$ cat config.mk
export PLATFORM = sky130hd
export DESIGN_NAME = uart_hex_ctrl
export DESIGN_NICKNAME = d
export VERILOG_FILES = /design/src/rtl/uart_hex_ctrl.sv
export SDC_FILE = /design/constraint.sdc
export NUM_CORES = 1
export LEC_CHECK = 0
export ABC_AREA = 1
export CORE_MARGIN = 2
export CORE_UTILIZATION = 40
export DETAILED_ROUTE_END_ITERATION = 10
export PLACE_DENSITY_LB_ADDON = 0.12
export SYNTH_ARGS = -nofsm -noshare
export SYNTH_HDL_FRONTEND = slang
export SYNTH_SLANG_ARGS = --single-unit
$ cat constraint.sdc
create_clock -name sys_clk -period 2.1 [get_ports sys_clk]
set_input_delay 0.63 -clock sys_clk [delete_from_list [all_inputs] [get_ports sys_clk]]
set_output_delay 0.63 -clock sys_clk [all_outputs]
set_load 0.1 [all_outputs]
$ cat src/rtl/uart_hex_ctrl.sv
// uart_hex_ctrl: two-digit ASCII hex receive path with uppercase echo.
// Receives bytes from a UART receiver, assembles two hex digits into one byte,
// publishes it, then echoes "<HI><LO>\r\n" through a busy-handshaked UART
// transmitter. Malformed input, inter-digit timeout and overrun during the
// echo are reported on err_flag.
module uart_hex_ctrl #(
  parameter int SYS_CLK_FRE = 50_000_000,
  parameter int TIMEOUT_MS  = 10
) (
  input  logic       sys_clk,
  input  logic       sys_rst_n,
  input  logic       uart_rx_done,
  input  logic [7:0] uart_rx_data,
  input  logic       uart_tx_busy,
  output logic       uart_tx_en,
  output logic [7:0] uart_tx_data,
  output logic [7:0] hex_value,
  output logic       hex_valid,
  output logic       err_flag
);

  // Inter-digit timeout in clocks.
  localparam logic [31:0] TIMEOUT_CYC = 32'(SYS_CLK_FRE / 1000 * TIMEOUT_MS);
  // Clocks after the en pulse to wait for busy before assuming the byte went out.
  localparam logic [2:0]  BUSY_WAIT   = 3'd4;
  // Last echo index (CR=2, LF=3).
  localparam logic [1:0]  LAST_IDX    = 2'd3;

  typedef enum logic [2:0] {
    IDLE,
    HAVE_HI,
    TX_LOAD,
    TX_START,
    TX_END
  } state_t;

  state_t      state_q, state_d;
  logic        done_q;
  logic [3:0]  hi_q, hi_d;
  logic [1:0]  idx_q, idx_d;
  logic [31:0] tmo_q, tmo_d;
  logic [2:0]  wait_q, wait_d;
  logic        tx_en_q, tx_en_d;
  logic [7:0]  tx_data_q, tx_data_d;
  logic [7:0]  hex_value_q, hex_value_d;
  logic        hex_valid_q, hex_valid_d;
  logic        err_q, err_d;

  logic        rx_evt;
  logic        rx_is_hex;
  logic        rx_is_ws;
  logic [3:0]  rx_nib;
  logic [7:0]  echo_byte;

  // Nibble to uppercase ASCII digit.
  function automatic logic [7:0] to_ascii(input logic [3:0] n);
    if (n < 4'd10) return 8'h30 + {4'h0, n};
    else           return 8'h37 + {4'h0, n};
  endfunction

  // One event per received byte, even when done is held for a whole bit time.
  assign rx_evt = uart_rx_done & ~done_q;

  // Classify the received byte: hex digit (either case), ignorable whitespace, or junk.
  always_comb begin
    rx_is_hex = 1'b0;
    rx_nib    = 4'h0;
    if (uart_rx_data >= 8'h30 && uart_rx_data <= 8'h39) begin
      rx_is_hex = 1'b1;
      rx_nib    = uart_rx_data[3:0];
    end else if ((uart_rx_data >= 8'h41 && uart_rx_data <= 8'h46) ||
                 (uart_rx_data >= 8'h61 && uart_rx_data <= 8'h66)) begin
      rx_is_hex = 1'b1;
      rx_nib    = uart_rx_data[3:0] + 4'd9;
    end
    rx_is_ws = (uart_rx_data == 8'h0D) || (uart_rx_data == 8'h0A) ||
               (uart_rx_data == 8'h20);
  end

  // Echo byte selected by index; digits come from the published value.
  always_comb begin
    echo_byte = 8'h0A;
    case (idx_q)
      2'd0:    echo_byte = to_ascii(hex_value_q[7:4]);
      2'd1:    echo_byte = to_ascii(hex_value_q[3:0]);
      2'd2:    echo_byte = 8'h0D;
      default: echo_byte = 8'h0A;
    endcase
  end

  // Next-state and registered-output logic.
  always_comb begin
    state_d     = state_q;
    hi_d        = hi_q;
    idx_d       = idx_q;
    tmo_d       = tmo_q;
    wait_d      = wait_q;
    tx_data_d   = tx_data_q;
    hex_value_d = hex_value_q;
    tx_en_d     = 1'b0;
    hex_valid_d = 1'b0;
    err_d       = 1'b0;

    case (state_q)
      IDLE: begin
        if (rx_evt) begin
          if (rx_is_hex) begin
            hi_d    = rx_nib;
            tmo_d   = 32'd0;
            state_d = HAVE_HI;
          end else if (!rx_is_ws) begin
            err_d = 1'b1;
          end
        end
      end

      HAVE_HI: begin
        // A byte arriving on the timeout clock still counts as the second digit.
        if (rx_evt) begin
          if (rx_is_hex) begin
            hex_value_d = {hi_q, rx_nib};
            hex_valid_d = 1'b1;
            idx_d       = 2'd0;
            state_d     = TX_LOAD;
          end else begin
            err_d   = 1'b1;
            hi_d    = 4'h0;
            state_d = IDLE;
          end
        end else if (tmo_q >= TIMEOUT_CYC - 32'd1) begin
          err_d   = 1'b1;
          hi_d    = 4'h0;
          state_d = IDLE;
        end else begin
          tmo_d = tmo_q + 32'd1;
        end
      end

      TX_LOAD: begin
        if (!uart_tx_busy) begin
          tx_en_d   = 1'b1;
          tx_data_d = echo_byte;
          wait_d    = 3'd0;
          state_d   = TX_START;
        end
      end

      TX_START: begin
        // A transmitter that never raises busy must not stall the echo.
        if (uart_tx_busy || wait_q == BUSY_WAIT) begin
          state_d = TX_END;
        end else begin
          wait_d = wait_q + 3'd1;
        end
      end

      TX_END: begin
        if (!uart_tx_busy) begin
          if (idx_q == LAST_IDX) begin
            state_d = IDLE;
          end else begin
            idx_d   = idx_q + 2'd1;
            state_d = TX_LOAD;
          end
        end
      end

      default: state_d = IDLE;
    endcase

    // Bytes arriving during the echo are dropped; the echo itself carries on.
    if (rx_evt && (state_q == TX_LOAD || state_q == TX_START || state_q == TX_END))
      err_d = 1'b1;
  end

  // State and output registers.
  always_ff @(posedge sys_clk or negedge sys_rst_n) begin
    if (!sys_rst_n) begin
      state_q     <= IDLE;
      done_q      <= 1'b0;
      hi_q        <= 4'h0;
      idx_q       <= 2'd0;
      tmo_q       <= 32'd0;
      wait_q      <= 3'd0;
      tx_en_q     <= 1'b0;
      tx_data_q   <= 8'h00;
      hex_value_q <= 8'h00;
      hex_valid_q <= 1'b0;
      err_q       <= 1'b0;
    end else begin
      state_q     <= state_d;
      done_q      <= uart_rx_done;
      hi_q        <= hi_d;
      idx_q       <= idx_d;
      tmo_q       <= tmo_d;
      wait_q      <= wait_d;
      tx_en_q     <= tx_en_d;
      tx_data_q   <= tx_data_d;
      hex_value_q <= hex_value_d;
      hex_valid_q <= hex_valid_d;
      err_q       <= err_d;
    end
  end

  assign uart_tx_en   = tx_en_q;
  assign uart_tx_data = tx_data_q;
  assign hex_value    = hex_value_q;
  assign hex_valid    = hex_valid_q;
  assign err_flag     = err_q;

endmodule

* After elaboration in Yosys (flattened, before gate mapping) *
Index checks and enable logic that the tools add are counted.

word-level totals
  bits of input ports = 12
  logic and storage cells = 126
  output and inout port bits = 19
  flip-flop bits (word level) = 64

operators by class
  add/subtract/negate cells = 8
  $lt $le $gt $ge = 9
  eq/ne operators = 24
  bitwise logic cells = 3
  reduce and logical (&&, ||, !) cells = 22
  mux-type cells = 49

operators with widths
  kind                     count
  $mux W32                 4
  $pmux W32 S2             1
  $add A32 B1 Y32 const B  1
  $ge A32 B19 Y1 const B   1
  $add A6 B4 Y7 const A    4
  $mux W4                  7
  $mux W3                  9
  $pmux W8 S3              1
  $ne A2 B2 Y1 const B     11
  $eq A8 B4 Y1 const B     2
  $ge A8 B7 Y1 const B     2
  $le A8 B7 Y1 const B     2
  $pmux W3 S5              1
  $reduce_and A5 Y1        3
  $mux W1                  14
  $mux W7                  2
  $mux W2                  6
  $eq A8 B6 Y1 const B     1
  $ge A8 B6 Y1 const B     1
  $le A8 B6 Y1 const B     1
  $lt A4 B4 Y1 const B     2
  $pmux W4 S2              1
  $eq A3 B2 Y1 const B     2
  $eq A3 B3 Y1 const B     2
  other kinds (20)         34

* Depth between registers and ports, before layout *
Gate-level depths: netlist (run 1).

  depth in word-level cells = 9
  depth in mapped cells = 14
  depth with buffers taken out = 12

* Worst setup path before layout (run 1) *
No wires, ideal clock.

  kind = register to register
  start point = register hex_value_q[3], in the netlist hex_value[3]
  end point = register tx_data_q[4], in the netlist uart_tx_data[4]
  arrival = 1.899 ns
  buffers on the path = 0
  stages on the path, launching flop included = 7
  period minus slack after synthesis = 2.021 ns
  required time = 1.978 ns
  slack = 0.079 ns
  setup time = 0.122 ns
  path through = dfrtp_1 > o21ai_0 > inv_1 > o21ai_0 > nand2_1 > nand2_1 > a22o_1

on the way
  cells in the longest elaborated chain, start to end = 3
  elaborated cells between the ends (all ways) = 5
  those cells by class = 2 x add/sub; 1 x order compare; 2 x mux

ends and longest elaborated chain
  item                                   line  source
  from (decl)                            45    logic [7:0] hex_value_q, hex_value_d;
  from (signal assigned)                 199   hex_value_q <= hex_value_d;
  $add A6 B4 Y7 (tied with other cells)  58    else return 8'h37 + {4'h0, n};
  $mux W7 *                              57    if (n < 4'd10) return 8'h30 + {4'h0, n};
  $pmux W8 S3 *                          83    case (idx_q)
  to (signal assigned)                   198   tx_data_q <= tx_data_d;
  to (decl)                              44    logic [7:0] tx_data_q, tx_data_d;

Mark *: on every way between the ends. The rest lies on a longest branch, timed or not.
A chain may end at the register's enable or synchronous reset.

* Worst setup path after layout (run 1) *
  start point = input uart_rx_data[1]
  end point = register state_q[1]

on the way
  cells in the longest elaborated chain, start to end = 8
  elaborated cells between the ends (all ways) = 17
  those cells by class = 6 x order compare; 1 x eq/ne; 5 x mux; 5 x reduce/logical

ends and longest elaborated chain
  item                                           line    source
  from (decl)                                    13      input logic [7:0] uart_rx_data,
  $ge A8 B7 Y1 (tied with other cells)           71      end else if ((uart_rx_data >= 8'h41 && uart_rx_data <= 8'h46) ||
  $logic_and A1 B1 Y1, on equally long branches  71, 72
  $logic_or A1 B1 Y1                             71
  $mux W1                                        71
  $mux W1 *                                      68      if (uart_rx_data >= 8'h30 && uart_rx_data <= 8'h39) begin
  $mux W2                                        120     if (rx_is_hex) begin
  $mux W3                                        119     if (rx_evt) begin
  $pmux W3 S5                                    104     case (state_q)
  to (signal assigned)                           191     state_q <= state_d;
  to (decl)                                      37      state_t state_q, state_d;

Marks and branches as above.

==> results of run 1 <==
[worst paths after layout]
| path | start | to | slack, ns | cells past startpoint |
|---|---|---|---|---|
| max | uart_rx_data[1] | state_q[1] | 0.1 | 12 |
| min | sys_rst_n | uart_tx_en | 0.28 | 2 |
| max reg2reg | tmo_q[0] | tmo_q[10] | 0.26 | 11 |
| min reg2reg | hi_q[1] | hi_q[1] | 0.48 | 2 |
| max in group asynchronous | sys_rst_n | tmo_q[28] | 1.54 | 2 |
| min in group sys_clk | hi_q[1] | hi_q[1] | 0.48 | 2 |
[worst max-delay path, stage by stage]
cell and delay [ns]:
clkdlybuf4s50_1 0.43, inv_2 0.10, ha_2 0.19, nand3b_4 0.13, nand3_2 0.10, nand3_2 0.12, buf_4 0.12, nand2_1 0.05
nor2_1 0.16, nand2_1 0.10, nand2_1 0.07, nand2_1 0.04
[metrics by stage]
step	setup slack, ns	std cells	area [µm²]	total power, µW	setup TNS (ns)
detailed placement	-0.390	657	4570	4710	-16.58
floorplan	0.0794	498	3770	3600	0
global placement	-0.320	657	4570	4690	-13.66
CTS	0.00252	673	4780	5830	0
finish	0.0982	674	4840	5820	0
global route	-0.00506	674	4840	6160	-0.00506
[cells in the mapped netlist (all sizes together)]
library cell | instances | area [µm²]
nand2 | 152 | 607
dfrtp | 63 | 1580
inv | 58 | 220
nor2 | 57 | 248
nand3 | 50 | 270
o21ai | 26 | 130
ha | 13 | 163
a21oi | 12 | 60.1
a21boi | 10 | 82.6
xor2 | 10 | 87.6
buf | 9 | 77.6
nand4 | 9 | 56.3
nor3 | 7 | 35.0
o211ai | 3 | 22.5
o22ai | 3 | 18.8
or2 | 3 | 18.8
a211oi | 2 | 15.0
a22o | 2 | 17.5
nand3b | 2 | 18.8
a41oi | 1 | 8.76
and2 | 1 | 6.26
clkbuf | 1 | 3.75
conb | 1 | 3.75
nor3b | 1 | 7.51
o31ai | 1 | 7.51
xnor2 | 1 | 8.76
[sequential cells by signal, summed over array words and instances, names as in the netlist]
register / count
idx_q: 2
hi_q: 4
done_q: 1
uart_tx_en: 1
wait_q: 3
hex_value: 8
err_flag: 1
tmo_q: 32
state_q: 3
uart_tx_data: 7
hex_valid: 1
[final cells by class]
| cell class | count | area, µm² |
|---|---|---|
| Fill cell | 889 | 4360 |
| Multi-Input combinational cell | 367 | 1940 |
| Sequential cell | 63 | 1580 |
| Timing Repair Buffer | 59 | 763 |
| Inverter | 58 | 225 |
| Clock buffer | 11 | 141 |
| Tap cell | 111 | 139 |
| Clock inverter | 5 | 57.6 |
[cells by family after synthesis]
kind of cell,synth area share [%]
AOI/OAI and AO/OA,9.62
xor gates and xnor gates,2.55
adders and majority gates,4.31
buffers and inverters,8.00
DFF,41.8
other,0.0994
and+or+nand+nor,33.6
[what timing repair did]
item	in CTS	in global routing
buffers inserted	0	1
pin swaps	0	2
endpoints found under the setup margin	13	49
resized for setup	4	16
[metal layers]
metal  vias to the layer above  global-route usage (%)  share of wire [%]
li1                       1720                       -                  -
met1                      1569                    25.3                 51
met2                        58                    28.5                 45
met3                        13                    3.40                2.8
met4                         0                    6.44                1.9
met5                         -                       0                  0
[layout by cell type, fill, tap and decap left out, types with 12 or more instances in the layout]
master     n
dfrtp_1   63
nand3_1   46
inv_1     52
buf_4     23
o21ai_0   24
nor2_1    51
a21oi_1   12
buf_12    23
nand2_1  145
[where the power goes]
group / total (µW) / switching [µW] / internal [µW]
logic: 3040 / 1950 / 1090
clock network: 1080 / 502 / 581
registers: 1690 / 255 / 1430
total: 5820 / 2710 / 3100
==> flow_summary.ini, run 1 <==
[run_status]
status = complete, no violations

[logic_synthesis]
yosysSeqAreaShare_pct = 41.8
ys_warn_count = 0
synthesis.instances = 498
ys_types = 41
syn_area_mm2 = 0.00377
yosys_register_bits = 63
syn_area_per_cell_um2 = 7.57
syn-num-nets = 523

[final_layout]
insertedDiodeCount = 0
area_delta_synth_final_pct = 28.3
drive_gt1_share_pct = 16.5
nets = 583
postLayoutCoreUtil_pct = 52.6

[clock_network]
cts_hold_buf = 0
cts_made_buffers = 9
cts_root_buf = clkbuf_8
worstSkewPairLatency_ns = 0.35
clk_pin_slew_ns = 0.08
cts_tree = yes
htree_num_levels = 3
clkSinkCount = 63
clockBufferDepth = 2

[sta]
setup_viol = 0
fin_skew_ns = 0.0106
fin_hold_ws_ns = 0.276
min_period_ns = 2.00
drv_slew = 0
fmax_ghz = 0.500
post-route-period-util_pct = 95.3
finalHoldViolCount = 0

[routing]
vias = 3360
drcViolationCount = 0
routedWlPerCell_um = 12.3
viasPerCell = 4.99
ant_nets = 0
dr.pass1.iters = 4
routed_wirelength_um = 8310
drt_iter0_markers = 98

[power]
pwr_density_cell_mw_per_mm2 = 1200
p_leak_uw = 0.00238
ir_drop_v = 0.000745

[worst_setup_path]
worstPathArrival_ns = 2.24
start_kind = input port
cp-end-kind = flop
critPathMaxFanout = 3
path_class = in -> reg
crit_required_ns = 2.34

[placed_design]
routabilityCongestion = 0.852
dp_hpwl_um = 6230
io_buffers = 29

[floorplanning]
die_h_um = 101
die_w_um = 101
initial_core_util_pct = 41.0
core_mm2 = 0.00920
dieArea_mm2 = 0.0102
row_count = 35
num_io_pins = 31

[global_route]
grt_pass1_wl_um = 14800
grt_pass1_vias = 3285
grt_usage_pct = 18.2
grt_antenna_before_repair = 0
grt_remaining_overflow = 0
grt_max_degree = 64

[worst_hold_path]
hold_class = in -> async

[job]
drv_cap = 0
Power figures use the tool's default switching activity.
==> run 2: changes to the inputs <==
==> constraint.sdc (replaced) <==
create_clock -name sys_clk -period 2.1 [get_ports sys_clk]
set_input_delay 0.42 -clock sys_clk [delete_from_list [all_inputs] [get_ports sys_clk]]
set_output_delay 0.42 -clock sys_clk [all_outputs]
set_load 0.1 [all_outputs]
==> run 2 against run 1 <==
  * Combinational power is 14% lower
  * Global-route usage shrank 0.14 points
  * Clock skew rose by 0.0031 ns
  * Non-clock buffer count shrank 7
  * Design area is 8.1% lower
  * Wire length is 0.43% lower
  * Fmax up 4.6%
  * Critical path depth grew 1
  * Die area unchanged
  * Power shrank 12%
  * First-iteration DRC count grew 40%
==> flow_summary.ini, run 2 (synthesis gave the netlist of run 1 again) <==
[run_status]
status = complete, no violations

[sta]
min_period_ns = 1.91
finalHoldViolCount = 0
fin_ws_ns = 0.185
drv_slew = 0
fmax_ghz = 0.522
rsz0062_at_grt = false
post-route-period-util_pct = 91.2
setup_viol = 0
fin_skew_ns = 0.0137

[routing]
vias = 3306
dr.pass1.iters = 4
ant_nets = 0
routed_wirelength_um = 8270
routedWlPerCell_um = 12.4
drt_iter0_markers = 137
viasPerCell = 4.97
drcViolationCount = 0

[worst_setup_path]
r2r_setup_slack_ns = 0.27
r2r-end = hi_q[2]
r2r_cells = 10
cp-end-kind = flop
critPathMaxFanout = 4
path_class = in -> reg
timing.rr.start = tmo_q[0]
worstPathArrival_ns = 2.13
start_kind = input port
crit_required_ns = 2.31

[floorplanning]
die_h_um = 101
dieArea_mm2 = 0.0102
initial_core_util_pct = 41.0
num_io_pins = 31
row_count = 35
core_mm2 = 0.00920
die_w_um = 101

[final_layout]
insertedDiodeCount = 0
area_delta_synth_final_pct = 17.9
nets = 576
fin_cells = 665
largest_reg_flops = 32
layout_commonest_cell = nand2_1
final_cell_mix = 147 x nand2_1, 63 x dfrtp_1, 53 x inv_1
drive_gt1_share_pct = 14.3
top_register = tmo_q

[power]
pwr_density_cell_mw_per_mm2 = 1150
ir_drop_v = 0.000627
p_leak_uw = 0.00221
p_total_uw = 5110

[clock_network]
ctsResizeCount = 0
post-cts-setup-buffer-count = 0
cts_root_buf = clkbuf_8
clockBufferDepth = 2
cts_hold_buf = 0
clk_pin_slew_ns = 0.07
clkSinkCount = 63
htree_num_levels = 3
worstSkewPairLatency_ns = 0.33
cts_tree = yes
cts_made_buffers = 9

[placed_design]
io_buffers = 29
dp_cells = 651
dp_hpwl_um = 6290
pre_cts_ws_ns = -0.174
routabilityCongestion = 0.848

[global_route]
grt_antenna_before_repair = 0
grt_max_degree = 64
grt_usage_pct = 18.1
grt_pass1_vias = 3226
grt_pass1_wl_um = 14600
grt_remaining_overflow = 0

[job]
drv_cap = 0

[worst_hold_path]
hold_class = in -> async
-- run 2: cell types whose count changed in the layout (fill, tap and decap cells not counted), sizes merged --
cell and delta:
dlymetal6s2s -1, clkdlybuf4s50 +1, buf -7, clkinv -2, bufinv -1, clkinvlp +2
clkbuf -1
-- run 2: worst max path at each step --
stage	slack [ns]	from	end
after detailed placement	-0.17	uart_rx_data[0]	hi_q[0]
after global placement	-0.12	uart_rx_data[1]	hi_q[3]
after floorplan	0.08	hex_value[3]	uart_tx_data[4]
after global routing	0.02	uart_rx_data[0]	hi_q[3]
final	0.19	uart_rx_data[0]	hi_q[2]
after CTS	0.18	uart_rx_data[0]	hi_q[0]
-- run 2: layout make-up --
type	count	area [µm²]
fillers	957	4750
multi-input cells	367	1900
flip-flops and latches	63	1580
repair buffers	52	463
inverters	58	220
well taps	111	139
clock buffers	10	128
clock inverters	4	25.0
-- run 2: worst max-delay path, stage by stage --
cell and delay (ns):
clkdlybuf4s50_1 0.52, inv_1 0.08, ha_1 0.23, nand2_1 0.08
nand3_1 0.07, nand2_2 0.10, nand2_1 0.08, nand2_1 0.13
nor2_4 0.05, nor2_2 0.15, nand2_1 0.12, nand2_1 0.08
nand2_1 0.05
-- run 2: layer usage --
layer  global-route usage [%]  vias to the layer above  part of all wire [%]
li1                         -                     1712                     -
met2                     27.8                       56                    44
met1                     25.4                     1527                    51
met4                     6.44                        0                   1.8
met5                        0                        -                     0
met3                     3.47                       11                   3.4
-- run 2: where the power goes --
part | total, µW | switching [µW] | internal [µW]
registers | 1620 | 187 | 1430
logic | 2620 | 1920 | 695
clock network | 866 | 455 | 411
total | 5110 | 2570 | 2540
-- run 2: metrics by stage --
stage	TNS (ns)	area (µm²)	util, %	hold WS [ns]
2_1_floorplan	0	3770	-	0.124
3_3_place_gp	-3.54	4290	46.7	0.460
3_5_place_dp	-5.41	4290	46.7	0.465
4_1_cts	0	4440	48.3	0.0936
5_1_grt	0	4450	48.4	0.102
6_report	0	4450	48.4	0.0695
==> run 3: changes to the inputs <==
--- a/config.mk
+++ b/config.mk
@@ -6,6 +6,7 @@
 export NUM_CORES = 1
 export LEC_CHECK = 0
 export ABC_AREA = 1
+export CAP_MARGIN = 20
 export CORE_MARGIN = 2
 export CORE_UTILIZATION = 40
 export DETAILED_ROUTE_END_ITERATION = 10
==> results of run 3 <==
No change in the layout: final DEF, timing and power equal those of run 2.
